==> config.mk <==
export PLATFORM = sky130hd
export DESIGN_NAME = frame_draw_scheduler_flat
export DESIGN_NICKNAME = d
export VERILOG_FILES = /design/src/rtl/frame_draw_scheduler_if.sv /design/src/rtl/frame_draw_scheduler.sv /design/src/flat_wrapper.sv
export SDC_FILE = /design/constraint.sdc
export NUM_CORES = 1
export LEC_CHECK = 0
export BUFFER_PORTS_ARGS = -buffer_cell sky130_fd_sc_hd__buf_2
export CAP_MARGIN = 20
export CORE_MARGIN = 4
export CORE_UTILIZATION = 31
export DETAILED_ROUTE_END_ITERATION = 16
export PLACE_DENSITY = 0.58
export SYNTH_ARGS = -nofsm -noshare
export SYNTH_HDL_FRONTEND = slang
export SYNTH_SLANG_ARGS = --single-unit
==> constraint.sdc <==
create_clock -name clk -period 4 [get_ports clk]
set_input_delay 0.2 -clock clk [delete_from_list [all_inputs] [get_ports clk]]
set_output_delay 0.2 -clock clk [all_outputs]
set_load 0.03 [all_outputs]
==> src/rtl/frame_draw_scheduler_if.sv <==
// frame_draw_scheduler_if
// Job-enqueue channel between the game-mode logic (master) and the frame
// draw scheduler (slave). A job is pushed on a clock edge where iJobValid
// and oJobReady are both high.
//   iJobValid  job enqueue request
//   oJobReady  queue not full
//   iJobX/Y    sprite top-left screen position
//   iJobW/H    sprite size (0..63; zero means "skip this job")
//   iJobSrc    ROM select of the sprite image (1..15)
interface frame_draw_scheduler_if;
  logic       iJobValid;
  logic       oJobReady;
  logic [8:0] iJobX;
  logic [7:0] iJobY;
  logic [5:0] iJobW;
  logic [5:0] iJobH;
  logic [3:0] iJobSrc;

  modport master (
    output iJobValid, iJobX, iJobY, iJobW, iJobH, iJobSrc,
    input  oJobReady
  );

  modport slave (
    input  iJobValid, iJobX, iJobY, iJobW, iJobH, iJobSrc,
    output oJobReady
  );
endinterface

==> src/rtl/frame_draw_scheduler.sv <==
// frame_draw_scheduler
// Sequences one VGA frame redraw per vsync falling edge onto the single
// pixel-plot port: the full-screen background first, then every queued
// sprite job. ROM address and screen coordinates are issued together; a
// one-stage pipeline delays x/y/strobe so they line up with the ROM data.
//   clk, iResetn      clock, asynchronous active-low reset
//   iVSync            vertical sync (synchronous to clk)
//   jobBus            job enqueue channel (slave side)
//   oRomSel/oRomAddr  ROM select (0 = background) and read address
//   iRomQ             ROM data, one cycle after the address
//   oX/oY/oColor      plot position and colour
//   oWriteEn          plot strobe
//   oBusy             scheduler not idle
//   oFrameDone        one-cycle pulse at the end of a frame
//   oOverrun          one-cycle pulse for a vsync edge seen while busy
module frame_draw_scheduler #(
  parameter int unsigned SCREEN_W  = 320,
  parameter int unsigned SCREEN_H  = 240,
  parameter int unsigned DEPTH     = 4,
  parameter logic [2:0]  KEY_COLOR = 3'b111
) (
  input  logic                         clk,
  input  logic                         iResetn,
  input  logic                         iVSync,
  frame_draw_scheduler_if.slave        jobBus,
  output logic [3:0]                   oRomSel,
  output logic [16:0]                  oRomAddr,
  input  logic [2:0]                   iRomQ,
  output logic [8:0]                   oX,
  output logic [7:0]                   oY,
  output logic [2:0]                   oColor,
  output logic                         oWriteEn,
  output logic                         oBusy,
  output logic                         oFrameDone,
  output logic                         oOverrun
);
  localparam int unsigned    PTR_W      = $clog2(DEPTH);
  localparam logic [PTR_W:0] PTR_ONE    = {{PTR_W{1'b0}}, 1'b1};
  localparam logic [8:0]     LAST_X     = 9'(SCREEN_W - 1);
  localparam logic [7:0]     LAST_Y     = 8'(SCREEN_H - 1);
  localparam logic [9:0]     SCREEN_W_L = 10'(SCREEN_W);
  localparam logic [8:0]     SCREEN_H_L = 9'(SCREEN_H);

  typedef enum logic [2:0] {
    S_IDLE   = 3'd0,
    S_BG     = 3'd1,
    S_LOAD   = 3'd2,
    S_SPRITE = 3'd3,
    S_FLUSH  = 3'd4
  } state_t;

  typedef struct packed {
    logic [8:0] x;
    logic [7:0] y;
    logic [5:0] w;
    logic [5:0] h;
    logic [3:0] src;
  } job_t;

  state_t         state_r, state_nx;
  job_t           fifo_mem_r [DEPTH];
  job_t           head_s, job_in_s;
  logic [PTR_W:0] wr_ptr_r, rd_ptr_r, wr_ptr_nx, rd_ptr_nx;
  logic           fifo_empty_s, full_nx_s, last_one_s, push_s, pop_s;
  logic           vsync_prev_r, vsync_fall_s;
  logic           job_ready_r, busy_r, done_r, overrun_r;
  logic [8:0]     job_x_r;
  logic [7:0]     job_y_r;
  logic [5:0]     job_w_r, job_h_r;
  logic [16:0]    addr_r, addr_nx, addr_step_s;
  logic [8:0]     u_r, u_nx, u_step_s, row_last_s;
  logic [7:0]     v_r, v_nx, v_step_s, col_last_s;
  logic           row_end_s, last_pix_s;
  logic [9:0]     pos_x_s;
  logic [8:0]     pos_y_s;
  logic           on_screen_s;
  logic [3:0]     rom_sel_r, rom_sel_nx;
  logic           pix_valid_r, pix_valid_nx, pix_key_r, pix_key_nx;
  logic [8:0]     pix_x_r, pix_x_nx;
  logic [7:0]     pix_y_r, pix_y_nx;

  // Queue bookkeeping. Readiness is registered, so a pop in the same cycle
  // never frees a slot for a push in that cycle.
  assign job_in_s     = '{x: jobBus.iJobX, y: jobBus.iJobY, w: jobBus.iJobW,
                          h: jobBus.iJobH, src: jobBus.iJobSrc};
  assign head_s       = fifo_mem_r[rd_ptr_r[PTR_W-1:0]];
  assign push_s       = jobBus.iJobValid && job_ready_r;
  assign wr_ptr_nx    = push_s ? wr_ptr_r + PTR_ONE : wr_ptr_r;
  assign rd_ptr_nx    = pop_s ? rd_ptr_r + PTR_ONE : rd_ptr_r;
  assign fifo_empty_s = (wr_ptr_r == rd_ptr_r);
  assign last_one_s   = ((wr_ptr_r - rd_ptr_r) == PTR_ONE);
  assign full_nx_s    = (wr_ptr_nx[PTR_W] != rd_ptr_nx[PTR_W]) &&
                        (wr_ptr_nx[PTR_W-1:0] == rd_ptr_nx[PTR_W-1:0]);
  assign vsync_fall_s = vsync_prev_r && !iVSync;

  // Raster walk shared by background and sprites; the address simply counts,
  // which keeps it equal to v*W + u without a multiplier.
  assign row_last_s  = (state_r == S_BG) ? LAST_X : {3'b000, job_w_r - 6'd1};
  assign col_last_s  = (state_r == S_BG) ? LAST_Y : {2'b00, job_h_r - 6'd1};
  assign row_end_s   = (u_r == row_last_s);
  assign last_pix_s  = row_end_s && (v_r == col_last_s);
  assign u_step_s    = row_end_s ? 9'd0 : u_r + 9'd1;
  assign v_step_s    = row_end_s ? v_r + 8'd1 : v_r;
  assign addr_step_s = addr_r + 17'd1;

  // Sprite screen position is widened by one bit so it cannot wrap back on-screen.
  assign pos_x_s     = {1'b0, job_x_r} + {1'b0, u_r};
  assign pos_y_s     = {1'b0, job_y_r} + {1'b0, v_r};
  assign on_screen_s = (pos_x_s < SCREEN_W_L) && (pos_y_s < SCREEN_H_L);

  // Next-state, raster counters and pipeline-stage inputs.
  always_comb begin
    state_nx     = state_r;
    addr_nx      = addr_r;
    u_nx         = u_r;
    v_nx         = v_r;
    pop_s        = 1'b0;
    rom_sel_nx   = 4'd0;
    pix_valid_nx = 1'b0;
    pix_x_nx     = 9'd0;
    pix_y_nx     = 8'd0;
    pix_key_nx   = 1'b0;
    case (state_r)
      S_IDLE: begin
        if (vsync_fall_s) begin
          state_nx = S_BG;
          addr_nx  = 17'd0;
          u_nx     = 9'd0;
          v_nx     = 8'd0;
        end else begin
          state_nx = S_IDLE;
        end
      end
      S_BG: begin
        addr_nx      = addr_step_s;
        u_nx         = u_step_s;
        v_nx         = v_step_s;
        pix_valid_nx = 1'b1;
        pix_x_nx     = u_r;
        pix_y_nx     = v_r;
        if (last_pix_s) begin
          state_nx = fifo_empty_s ? S_FLUSH : S_LOAD;
        end else begin
          state_nx = S_BG;
        end
      end
      S_LOAD: begin
        pop_s   = 1'b1;
        addr_nx = 17'd0;
        u_nx    = 9'd0;
        v_nx    = 8'd0;
        // Zero-area jobs are dropped after costing their LOAD cycle.
        if ((head_s.w == 6'd0) || (head_s.h == 6'd0)) begin
          state_nx = last_one_s ? S_FLUSH : S_LOAD;
        end else begin
          state_nx   = S_SPRITE;
          rom_sel_nx = head_s.src;
        end
      end
      S_SPRITE: begin
        addr_nx      = addr_step_s;
        u_nx         = u_step_s;
        v_nx         = v_step_s;
        pix_valid_nx = on_screen_s;
        pix_x_nx     = pos_x_s[8:0];
        pix_y_nx     = pos_y_s[7:0];
        pix_key_nx   = 1'b1;
        if (last_pix_s) begin
          state_nx = fifo_empty_s ? S_FLUSH : S_LOAD;
        end else begin
          state_nx   = S_SPRITE;
          rom_sel_nx = rom_sel_r;
        end
      end
      S_FLUSH: state_nx = S_IDLE;
      default: state_nx = S_IDLE;
    endcase
  end

  // State, queue pointers, counters, job registers, pipeline and status flags.
  always_ff @(posedge clk or negedge iResetn) begin
    if (!iResetn) begin
      state_r      <= S_IDLE;
      wr_ptr_r     <= '0;
      rd_ptr_r     <= '0;
      vsync_prev_r <= 1'b0;
      job_ready_r  <= 1'b0;
      busy_r       <= 1'b0;
      done_r       <= 1'b0;
      overrun_r    <= 1'b0;
      job_x_r      <= 9'd0;
      job_y_r      <= 8'd0;
      job_w_r      <= 6'd0;
      job_h_r      <= 6'd0;
      addr_r       <= 17'd0;
      u_r          <= 9'd0;
      v_r          <= 8'd0;
      rom_sel_r    <= 4'd0;
      pix_valid_r  <= 1'b0;
      pix_key_r    <= 1'b0;
      pix_x_r      <= 9'd0;
      pix_y_r      <= 8'd0;
    end else begin
      state_r      <= state_nx;
      wr_ptr_r     <= wr_ptr_nx;
      rd_ptr_r     <= rd_ptr_nx;
      vsync_prev_r <= iVSync;
      job_ready_r  <= !full_nx_s;
      busy_r       <= (state_nx != S_IDLE);
      done_r       <= (state_nx == S_FLUSH);
      overrun_r    <= vsync_fall_s && (state_r != S_IDLE);
      if (pop_s) begin
        job_x_r <= head_s.x;
        job_y_r <= head_s.y;
        job_w_r <= head_s.w;
        job_h_r <= head_s.h;
      end
      addr_r       <= addr_nx;
      u_r          <= u_nx;
      v_r          <= v_nx;
      rom_sel_r    <= rom_sel_nx;
      pix_valid_r  <= pix_valid_nx;
      pix_key_r    <= pix_key_nx;
      pix_x_r      <= pix_x_nx;
      pix_y_r      <= pix_y_nx;
    end
  end

  // Queue storage; contents are don't-care until written, so no reset.
  always_ff @(posedge clk) begin
    if (push_s) begin
      fifo_mem_r[wr_ptr_r[PTR_W-1:0]] <= job_in_s;
    end
  end

  assign jobBus.oJobReady = job_ready_r;
  assign oRomSel    = rom_sel_r;
  assign oRomAddr   = addr_r;
  assign oX         = pix_x_r;
  assign oY         = pix_y_r;
  assign oColor     = iRomQ;
  // Only sprite pixels are keyed; the background is drawn as-is.
  assign oWriteEn   = pix_valid_r && !(pix_key_r && (iRomQ == KEY_COLOR));
  assign oBusy      = busy_r;
  assign oFrameDone = done_r;
  assign oOverrun   = overrun_r;
endmodule

==> src/flat_wrapper.sv <==
// flat-port wrapper written by rule: the top's interface ports become plain ports
module frame_draw_scheduler_flat 
#(
  parameter int unsigned SCREEN_W  = 320,
  parameter int unsigned SCREEN_H  = 240,
  parameter int unsigned DEPTH     = 4,
  parameter logic [2:0]  KEY_COLOR = 3'b111
)
  (clk, iResetn, iVSync, oRomSel, oRomAddr, iRomQ, oX, oY, oColor, oWriteEn, oBusy, oFrameDone, oOverrun, jobBus_iJobValid, jobBus_iJobX, jobBus_iJobY, jobBus_iJobW, jobBus_iJobH, jobBus_iJobSrc, jobBus_oJobReady);
  frame_draw_scheduler_if jobBus_i ();
  input  logic clk;
  input  logic iResetn;
  input  logic iVSync;
  output logic [3:0] oRomSel;
  output logic [16:0] oRomAddr;
  input  logic [2:0] iRomQ;
  output logic [8:0] oX;
  output logic [7:0] oY;
  output logic [2:0] oColor;
  output logic oWriteEn;
  output logic oBusy;
  output logic oFrameDone;
  output logic oOverrun;
  input wire logic [$bits(jobBus_i.iJobValid)-1:0] jobBus_iJobValid;
  input wire logic [$bits(jobBus_i.iJobX)-1:0] jobBus_iJobX;
  input wire logic [$bits(jobBus_i.iJobY)-1:0] jobBus_iJobY;
  input wire logic [$bits(jobBus_i.iJobW)-1:0] jobBus_iJobW;
  input wire logic [$bits(jobBus_i.iJobH)-1:0] jobBus_iJobH;
  input wire logic [$bits(jobBus_i.iJobSrc)-1:0] jobBus_iJobSrc;
  output wire logic [$bits(jobBus_i.oJobReady)-1:0] jobBus_oJobReady;
  assign jobBus_i.iJobValid = jobBus_iJobValid;
  assign jobBus_i.iJobX = jobBus_iJobX;
  assign jobBus_i.iJobY = jobBus_iJobY;
  assign jobBus_i.iJobW = jobBus_iJobW;
  assign jobBus_i.iJobH = jobBus_iJobH;
  assign jobBus_i.iJobSrc = jobBus_iJobSrc;
  assign jobBus_oJobReady = jobBus_i.oJobReady;
  frame_draw_scheduler #(.SCREEN_W(SCREEN_W), .SCREEN_H(SCREEN_H), .DEPTH(DEPTH), .KEY_COLOR(KEY_COLOR)) u_core (.clk(clk), .iResetn(iResetn), .iVSync(iVSync), .jobBus(jobBus_i), .oRomSel(oRomSel), .oRomAddr(oRomAddr), .iRomQ(iRomQ), .oX(oX), .oY(oY), .oColor(oColor), .oWriteEn(oWriteEn), .oBusy(oBusy), .oFrameDone(oFrameDone), .oOverrun(oOverrun));
endmodule
---- Word-level counts from Yosys, hierarchy flattened ----
Memories as Yosys holds them, arrays and structs flattened.
Cells that the tools add are included.
cells by class
  $add $sub $neg .......................... 10
  $mul .................................... 0
  div/mod/pow operators ................... 0
  order comparisons ....................... 2
  equality and inequality tests ........... 14
  shift-type cells ........................ 0
  muxes and demuxes ....................... 29
  bitwise logic cells ..................... 0
  reductions and logical operators ........ 21
operators with widths
  cell                                                         number
  one-hot mux 17 bit (3 select lines)                          1
  two-way mux 9 bit                                            3
  one-hot mux 9 bit (3 select lines)                           1
  two-way mux 8 bit                                            3
  one-hot mux 8 bit (3 select lines)                           1
  two-way mux 3 bit                                            7
  one-hot mux 9 bit (2 select lines)                           1
  adder 17 x 1 -> 17 bit, second input constant                1
  two-way mux 17 bit                                           1
  one-hot mux 8 bit (2 select lines)                           1
  logical NOT 6 bit                                            2
  one-hot mux 3 bit (4 select lines)                           1
  subtractor 6 x 1 -> 6 bit, second input constant             2
  adder 9 x 9 -> 10 bit                                        1
  less-than comparator 10 x 9 -> 1 bit, second input constant  1
  adder 8 x 8 -> 9 bit                                         1
  adder 9 x 1 -> 9 bit, second input constant                  1
  equality test 9 bit                                          1
  less-than comparator 9 x 8 -> 1 bit, second input constant   1
  nonzero test 3 bit                                           3
  adder 8 x 1 -> 8 bit, second input constant                  1
  equality test 8 bit                                          1
  logical AND 1 bit                                            8
  two-way mux 4 bit                                            2
  18 further kinds                                             30
storage, ports and cells
  register bits after elaboration ......... 100
  latch bits .............................. 0
  RAM bits ................................ 132
  bits in read-only memories .............. 0
  bits of input ports ..................... 40
  output and inout bits ................... 46
  word-level logic and storage cells ...... 97
  memories ................................ 1
memories
  name               depth  bits a word  rd ports  clocked after memory_dff  wr ports  RTL line                    RTL
  u_core.fifo_mem_r  4      33           1         0                         1         frame_draw_scheduler.sv:61  job_t fifo_mem_r [DEPTH];

---- Longest topological paths before layout ----
Gate-level depths: netlist of run 1.
  depth in word-level cells ............... 7
  mapped depth ............................ 11
  gate-level depth less buffers ........... 9

---- Worst setup path after synthesis of run 1 ----
Ideal clock, no wire load.
  path type ............................... reg-to-reg
  start point ............................. register u_core.state_r[1]
  end point ............................... register u_core.v_r[6]
  setup time .............................. 0.129 ns
  arrival ................................. 2.753 ns
  required time ........................... 3.871 ns
  slack ................................... 1.117 ns
  stages on the path, launching flop included .. 11
  period minus slack after synthesis ...... 2.883 ns
  cell sequence ........................... dfrtp_1 or3b_4 clkinv_4 clkbuf_1 ha_1 a2111o_1 or3_1 buf_2 buf_2 o311ai_1 nand2_1
between the ends
  word-level cells in the longest chain between the ends .. 5
  elaborated cells between the ends (all ways) .. 12
RTL lines
  element                                   RTL line                                                 RTL
  start, declared                           frame_draw_scheduler.sv:60                               state_t state_r, state_nx;
  start signal, assigned                    frame_draw_scheduler.sv:204                              state_r <= state_nx;
  equality test 3 x 1 -> 1 bit              frame_draw_scheduler.sv:98, frame_draw_scheduler.sv:123
  two-way mux 9 bit                         frame_draw_scheduler.sv:98                               assign row_last_s = (state_r == S_BG) ? LAST_X : {3'b000, job_w_r - 6'd1};
  equality test 9 bit                       frame_draw_scheduler.sv:100                              assign row_end_s = (u_r == row_last_s);
  inequality test 2 x 1 -> 1 bit (no line)  -
  AND reduction 3 bit (no line)             -
  end signal, assigned                      frame_draw_scheduler.sv:220                              v_r <= v_nx;
  end, declared                             frame_draw_scheduler.sv:72                               logic [7:0] v_r, v_nx, v_step_s, col_last_s;
Several ways; a longest one is shown, not always the timed one.
A chain may end at the register's enable or synchronous reset.

---- Worst setup path in the final report of run 1 ----
  start point ............................. register u_core.state_r[0]
  end point ............................... register u_core.state_r[1]
between the ends
  word-level cells in the longest chain between the ends .. 6
  elaborated cells between the ends (all ways) .. 12
RTL lines
  element                                                     RTL line                                                                             RTL
  equality test 3 x 1 -> 1 bit                                frame_draw_scheduler.sv:98, frame_draw_scheduler.sv:99, frame_draw_scheduler.sv:123
  two-way mux 9 bit or two-way mux 8 bit (tied branches)      frame_draw_scheduler.sv:98, frame_draw_scheduler.sv:99
  equality test 9 bit or equality test 8 bit (tied branches)  frame_draw_scheduler.sv:100, frame_draw_scheduler.sv:101
  logical AND 1 bit                                           frame_draw_scheduler.sv:101                                                          assign last_pix_s = row_end_s && (v_r == col_last_s);
  two-way mux 3 bit, on equally long branches                 frame_draw_scheduler.sv:168, frame_draw_scheduler.sv:141
  one-hot mux 3 bit (4 select lines) (*)                      frame_draw_scheduler.sv:123                                                          case (state_r)
  net u_core.state_nx[1]                                      frame_draw_scheduler.sv:60
Mark *: on every way through the listed nets, which the timed path passes. The rest lies on a longest branch.

==> results of run 1 <==
repair_timing:
action | 4_1_cts | 5_1_grt
gates resized for setup | 0 | 0
endpoints found under the hold margin | 173 | 0
hold buffers | 35 | 0
setup endpoints to repair | 0 | 0
worst max-delay path: stages, from the launching register on:
cell and delay (ns):
dfrtp_1 0.45, or3b_4 0.36, clkinv_4 0.16, nor4_2 0.26
a31oi_1 0.06, a2111o_1 0.43, nor3_2 0.60, a21oi_1 0.32
or2_1 0.30
cells in the mapped netlist, drive strengths merged (4+ instances only):
library cell  count
nor4              9
a22o              6
a211oi           10
nand4             9
nand2            51
xor2              7
edfxtp          132
nand2b            7
nor2b             4
mux4             33
mux2i             8
a21oi            13
dfrtp           100
o21a              4
inv              19
a31oi             9
or4               7
a32o              7
or3               6
mux2             26
nor2             38
o311ai            4
nand3            20
buf              20
clkbuf           22
o21ai            53
ha               32
nor3             16
xnor2            19
nor3b             5
and3              9
through the flow:
step	util, %	cells
global route	37.7	1341
detailed placement	34.1	1257
floorplan	-	751
finish	37.7	1341
global placement	34.1	1257
CTS	37.7	1340
how the worst max path moves through the flow:
stage                  startpoint                end  slack, ns  cells after the start
2_1_floorplan   u_core.state_r[1]      u_core.v_r[6]       1.12                     10
3_3_place_gp   u_core.rd_ptr_r[0]  u_core.state_r[1]       0.89                      8
3_5_place_dp   u_core.rd_ptr_r[0]  u_core.state_r[1]       0.82                      8
4_1_cts        u_core.rd_ptr_r[0]  u_core.state_r[1]       0.83                      8
5_1_grt        u_core.rd_ptr_r[0]  u_core.state_r[1]       0.48                      8
6_report        u_core.state_r[0]  u_core.state_r[1]       0.93                      8
cells by family (layout without fill, tap and decap cells):
logic type / after synthesis / after routing / share of synthesized area, %
compound gates: 137 / 137 / 8.78
fa+ha+maj: 35 / 35 / 4.40
simple gates: 190 / 190 / 9.24
other cells: 0 / 1 / 0
buf+inv: 62 / 203 / 2.56
flops: 232 / 232 / 61.8
xor+xnor: 28 / 28 / 2.61
mux: 67 / 67 / 10.7
power groups by stage:
stage / clock network (mW) / logic [mW] / registers, mW
finish: 2.34 / 1.19 / 3.25
global route: 2.51 / 1.32 / 3.30
CTS: 2.40 / 1.22 / 3.26
detailed placement: 0 / 1.19 / 3.30
global placement: 0 / 1.17 / 3.29
floorplan: 0 / 0.653 / 3.37
sequential cells by signal (all words and copies together), names as in the netlist, 3 cells and up:
register / flops
u_core.fifo_mem_r: 132
u_core.oRomAddr: 17
u_core.job_x_r: 9
u_core.oX: 9
u_core.u_r: 9
u_core.job_y_r: 8
u_core.oY: 8
u_core.v_r: 8
u_core.job_h_r: 6
u_core.job_w_r: 6
u_core.oRomSel: 4
u_core.rd_ptr_r: 3
u_core.state_r: 3
u_core.wr_ptr_r: 3
layout make-up:
class | count | area, um2
Fill cell | 3156 | 20800
Sequential cell | 232 | 6470
Multi-Input combinational cell | 457 | 3740
Timing Repair Buffer | 135 | 891
Clock buffer | 36 | 759
Tap cell | 448 | 561
Clock inverter | 12 | 98.8
Inverter | 20 | 80.1
Antenna cell | 1 | 2.50
routing by layer:
layer	part of all wire (%)	wire, um
met5	0	0
met4	1.9	422
met3	4.9	1120
met2	44	10000
met1	49	11200
==> metrics.md, run 1 <==
| Metric | Value |
|---|---|
| Worst hold path type | `input port to flop` |
| Setup TNS | `0 ns` |
| Port-buffer cells | `85` |
| Top Usage Layer GRT | `met2` |
| Core area | `0.0334 mm2` |
| Number of synthesized flops with an enable pin | `132` |
| Gr usage total | `12.3%` |
| Relative slew slack | `48.3%` |
| Run status | `finished, final reports clean` |
| Final GP Congestion | `0.789` |
| Crit start category | `flop` |
| Setup bufs post-CTS | `0` |
| Most common cell after layout, fill and taps aside | `edfxtp_1` |
| Leakage power | `4.89 nW` |
| Vias per inst | `4.85` |
| Top-area cell type share of the netlist area | `37.9%` |
| Clock power frac | `34.5%` |
| Die Area | `0.0368 mm2` |
| Slew Limit Fails | `0` |
| Max Clk Rate | `325 MHz` |
| Share of cells above drive strength 1 | `23.4%` |
| Distinct cells, synth | `70` |
| Most frequent cells in the layout | `edfxtp_1 (132), dfrtp_1 (99), buf_2 (84)` |
| DRT Pass-1 Iters | `5` |
| Kind of end point of the critical path | `flop` |
| FF-to-FF Start | `u_core.state_r[0]` |
| Mapped Cells | `751` |
| Minimum clock period | `3.07 ns` |
| Vias in the first global route | `6437` |
| Count of nets after finishing | `948` |
| Worst-skew pair later-pin latency | `0.54 ns` |
| Warnings, synthesis | `0` |
| Critical Path AT | `3.50 ns` |
| CP Max Fanout | `16` |
| RSZ-0062 raised after global routing | `no` |
| Avg WL per Cell | `16.9 um` |
| P per Cell Area | `538 mW/mm2` |
| Clk buf depth | `3` |
| Via count | `6505` |
| Fraction of power consumed by sequential logic | `47.9%` |
| I/O pin count | `86` |
| Worst Tran Pin Value | `0.769 ns` |
| Met1 GRT Util | `18.5%` |
| Largest net degree at the start of global routing | `43` |
| Req. time, crit path | `4.43 ns` |
| Die Wd | `192 um` |
| Clock root cell | `clkbuf_16` |
| TritonCTS clock tree | `built` |
| Htree depth | `1` |
| First-pass GRT wire length | `36500 um` |
| Met2 Use GR | `18.8%` |
| Gr ovfl total | `0` |
| Psw | `1.96 mW` |
| Ranking of synthesized cells by area | `edfxtp_1 (38%), dfrtp_1 (24%), mux4_2 (7.1%)` |
| # setup viols final | `0` |
| Clk slew on worst S/H paths | `0.06 ns` |
| Mapped Avg Cell Area | `13.9 um2` |
| Synth area leader | `edfxtp_1` |
| Final Cycle Share | `76.8%` |
| Final WL | `22700 um` |
| Internal power | `4.82 mW` |
| Synth Cell Area | `0.0105 mm2` |
| Die height | `192 um` |
| Comb power frac | `17.5%` |
| Clock Skew | `0.00953 ns` |
| Worst R2R End | `u_core.state_r[1]` |
| R2r worst-path depth | `8` |
| Worst IR Drop VDD | `0.288 mV` |
| Site Rows | `67` |
| Design Area, Final | `0.0126 mm2` |
| Synth Register Bits | `232` |
| Reg-to-reg slack, setup | `0.93 ns` |
| Ys flop type | `edfxtp_1` |
| Final Hold Vio Count | `0` |
| Seq/Total Area, Yosys | `61.8%` |
| Max-Cap Viols | `0` |
| Final hold slack | `0.0367 ns` |
| Hold path depth | `3` |
| Hold Path End | `u_core.wr_ptr_r[0]` |
| Hold_sp | `jobBus_iJobValid` |
| Syn nets | `826` |
| Antenna violations before repair | `1` |
| DR iter-0 viols | `318` |
| Switching share of power | `28.9%` |
| Post-detailed-placement half-perimeter wirelength | `15400 um` |
| P&R area growth vs syn | `20.4%` |
| Detailed-route DRC error count | `0` |
| Met3 GRT Util | `2.11%` |
| Setup ws final | `0.926 ns` |
| Ys async rst share | `43.1%` |
| Post-placement cell area | `0.0114 mm2` |
| Post-layout total power | `6.78 mW` |
| TritonCTS buffer count | `27` |
| Antenna viol nets, final | `0` |
| Initial Util | `31.3%` |
| Setup WS pre-CTS | `0.824 ns` |
| Critical path class | `flop to flop` |
| CTS sink cnt | `232` |
No activity file was read; power rests on OpenSTA's default activity.
==> run 2, diff against run 1 <==
ABC_AREA = 1   (was default)
PLACE_DENSITY = 0.59   (was 0.58)
clock period = 2.8 ns   (was 4 ns; I/O delays follow)
==> metrics.md, run 2 <==
| Metric | Value |
|---|---|
| Run status | `finished, final reports clean` |
| Synth Cell Area | `0.0105 mm2` |
| Clock Skew | `0.0321 ns` |
| Leakage power | `5.46 nW` |
| Site Rows | `67` |
| Final WL | `24400 um` |
| Detailed-route DRC error count | `0` |
| Area used by multi-input combinational logic | `0.00356 mm2` |
| Final hold slack | `0.0377 ns` |
| Largest net degree at the start of global routing | `68` |
| Setup TNS | `0 ns` |
| TritonCTS clock tree | `built` |
| Die Wd | `192 um` |
| Slowest stage delay, CP | `0.45 ns` |
| Top-area cell type share of the netlist area | `37.8%` |
| Critical Path AT | `2.79 ns` |
| Minimum clock period | `2.39 ns` |
| Synth area leader | `edfxtp_1` |
| Initial Util | `31.4%` |
| Mapped Cells | `1021` |
| Die Area | `0.0369 mm2` |
| Most frequent cells in the layout | `nand2_1 (222), edfxtp_1 (132), dfrtp_1 (99)` |
| Synth Area in Compound Gates | `8.70%` |
| Setup WS pre-CTS | `0.442 ns` |
| Gr ovfl total | `0` |
| RSZ-0062 raised after global routing | `no` |
| Layout Cells excl Fill | `1615` |
| Final GP Congestion | `0.879` |
| Placed insts | `1534` |
| Antenna violations before repair | `0` |
| Avg WL per Cell | `15.1 um` |
| Kind of end point of the critical path | `flop` |
| Vias per inst | `4.70` |
| I/O pin count | `86` |
| Ranking of synthesized cells by area | `edfxtp_1 (38%), dfrtp_1 (24%), nand2_1 (7.9%)` |
| Distinct cells, synth | `40` |
| Seq/Total Area, Yosys | `61.6%` |
| Mapped Avg Cell Area | `10.3 um2` |
| CTS sink cnt | `232` |
| Synth Register Bits | `232` |
| P&R area growth vs syn | `20.7%` |
| Clk slew on worst S/H paths | `0.06 ns` |
| Critical path class | `flop to flop` |
| Final Hold Vio Count | `0` |
| Vias in the first global route | `7142` |
| Max Clk Rate | `419 MHz` |
| Crit start category | `flop` |
| Count of nets after finishing | `1224` |
| Htree depth | `1` |
| DR iter-0 viols | `589` |
| Cell with the most instances after synthesis | `nand2_1` |
| Max-Cap Viols | `0` |
| Main combinational cell family by area after synthesis | `simple AND/OR/NAND/NOR gates` |
| Fillers | `3311` |
| Area share of fa/ha/maj cells after synthesis | `4.39%` |
| Worst Tran Pin Value | `0.677 ns` |
| CP most frequent cell | `nand2_2` |
| Via count | `7589` |
| Ys async rst share | `43.1%` |
| Post-detailed-placement half-perimeter wirelength | `16600 um` |
| Top cells by count, synth | `nand2_1 (222), edfxtp_1 (132), dfrtp_1 (100)` |
| TritonCTS buffer count | `26` |
| # setup viols final | `0` |
| Syn nets | `1096` |
| Mux cell area share after synthesis | `0%` |
| Req. time, crit path | `3.20 ns` |
| Warnings, synthesis | `0` |
| Max FFs per register | `132` |
| Antenna viol nets, final | `0` |
| Worst hold path type | `input port to async pin` |
| Number of synthesized flops with an enable pin | `132` |
| Crit path buf inv count | `1` |
| Reg area | `0.00647 mm2` |
| Core area | `0.0334 mm2` |
| CP max stage cell | `dfrtp_1` |
| Die height | `192 um` |
| Final Cycle Share | `85.3%` |
| Most common cell after layout, fill and taps aside | `nand2_1` |
| Clk buf depth | `3` |
| Xor-xnor portion of the synthesized cell area | `2.92%` |
| CP Max Fanout | `15` |
| First-pass GRT wire length | `38900 um` |
| Clock root cell | `clkbuf_16` |
| Top cell family by delay on the critical path | `simple AND/OR/NAND/NOR gates` |
| Setup ws final | `0.411 ns` |
| Ys flop type | `edfxtp_1` |
| Worst-skew pair later-pin latency | `0.55 ns` |
| Worst IR Drop VDD | `0.457 mV` |
| DRT Pass-1 Iters | `5` |
| Antenna diode count | `0` |
| Share of cells above drive strength 1 | `14.0%` |
| Port-buffer cells | `85` |
| P per Cell Area | `637 mW/mm2` |
| Slew Limit Fails | `0` |
| Post-Synth Simple-Gate Area | `17.8%` |
| Critical-path cell list | `nor2_4 > nand2_2 > inv_1 > ha_1 > nor3_1 > nand4_1 > nor2_1 > nand2_1 > nor2_4 > nand2_2 > nand2_2 > o21ai_0` |
| CTS resizes | `0` |
| Gr usage total | `13.1%` |
| Relative slew slack | `54.9%` |
-- run 2: cell types whose count changed in the layout (fill, tap and decap cells not counted), moves of 26 or more --
cell     delta
nand3_1    +44
nor2_1     +56
o21ai_0    +39
nand2_1   +171
mux4_2     -33
inv_1      +59
o22ai_1    +28
mux2_2     -26
-- run 2: metrics by stage --
stage,utilization [%],area (um2),total power [mW]
after floorplan,-,10500,4.57
after global placement,34.3,11500,4.85
after detailed placement,34.3,11500,4.86
after CTS,37.9,12700,8.18
after global routing,37.9,12700,8.42
final,37.9,12700,8.07
-- run 2: final cells by class --
class,instances,area share (%)
inverters,81,2.40
flip-flops and latches,232,51.0
clock buffers,32,5.55
clock inverters,14,1.02
repair buffers,139,7.47
multi-input cells,669,28.1
well taps,448,4.42
-- run 2: repair_timing --
item,CTS,global route
hold endpoints to repair,235,0
setup buffers,0,0
hold buffers,35,0
-- run 2: power by group --
| group | internal [mW] | switching [mW] | total (mW) |
|---|---|---|---|
| registers | 4.04 | 0.0896 | 4.13 |
| clock network | 1.88 | 1.37 | 3.25 |
| logic | 0.210 | 0.481 | 0.692 |
| total | 6.13 | 1.94 | 8.07 |
-- run 2: metal layers --
layer | part of all wire (%) | GRT usage, % | up-vias
met5 | 0 | 0 | -
met4 | 2.2 | 2.96 | 0
met3 | 4.8 | 2.16 | 42
met2 | 45 | 20.9 | 163
met1 | 48 | 18.8 | 3629
li1 | - | - | 3755
-- run 2: final timing paths --
kind | from | to | slack [ns] | cells after the start
max | u_core.state_r[2] | u_core.v_r[1] | 0.41 | 12
min | iResetn | u_core.job_w_r[5] | 0.04 | 2
max reg2reg | u_core.state_r[2] | u_core.v_r[1] | 0.41 | 12
min reg2reg | u_core.job_x_r[0] | u_core.job_x_r[0] | 0.49 | 2
max in group asynchronous | iResetn | u_core.oRomSel[1] | 2.11 | 3
min in group clk | jobBus_iJobValid | u_core.wr_ptr_r[0] | 0.08 | 3
-- run 2: logic make-up (layout without fill, tap and decap cells) --
| kind of cell | after synthesis | in the layout |
|---|---|---|
| AND/OR/NAND/NOR | 437 | 437 |
| AO/OA/AOI/OAI | 162 | 162 |
| flip-flops | 232 | 232 |
| buffers and inverters | 120 | 266 |
| XOR/XNOR | 35 | 35 |
| adder cells (fa/ha/maj) | 35 | 35 |
-- run 2: worst reg2reg max path: stages, from the launching register on --
cell and delay, ns:
dfrtp_1 0.45, nor2_4 0.14, nand2_2 0.06, inv_1 0.12, ha_1 0.24, nor3_1 0.17
nand4_1 0.12, nor2_1 0.10, nand2_1 0.11, nor2_4 0.24, nand2_2 0.11, nand2_2 0.27
o21ai_0 0.14
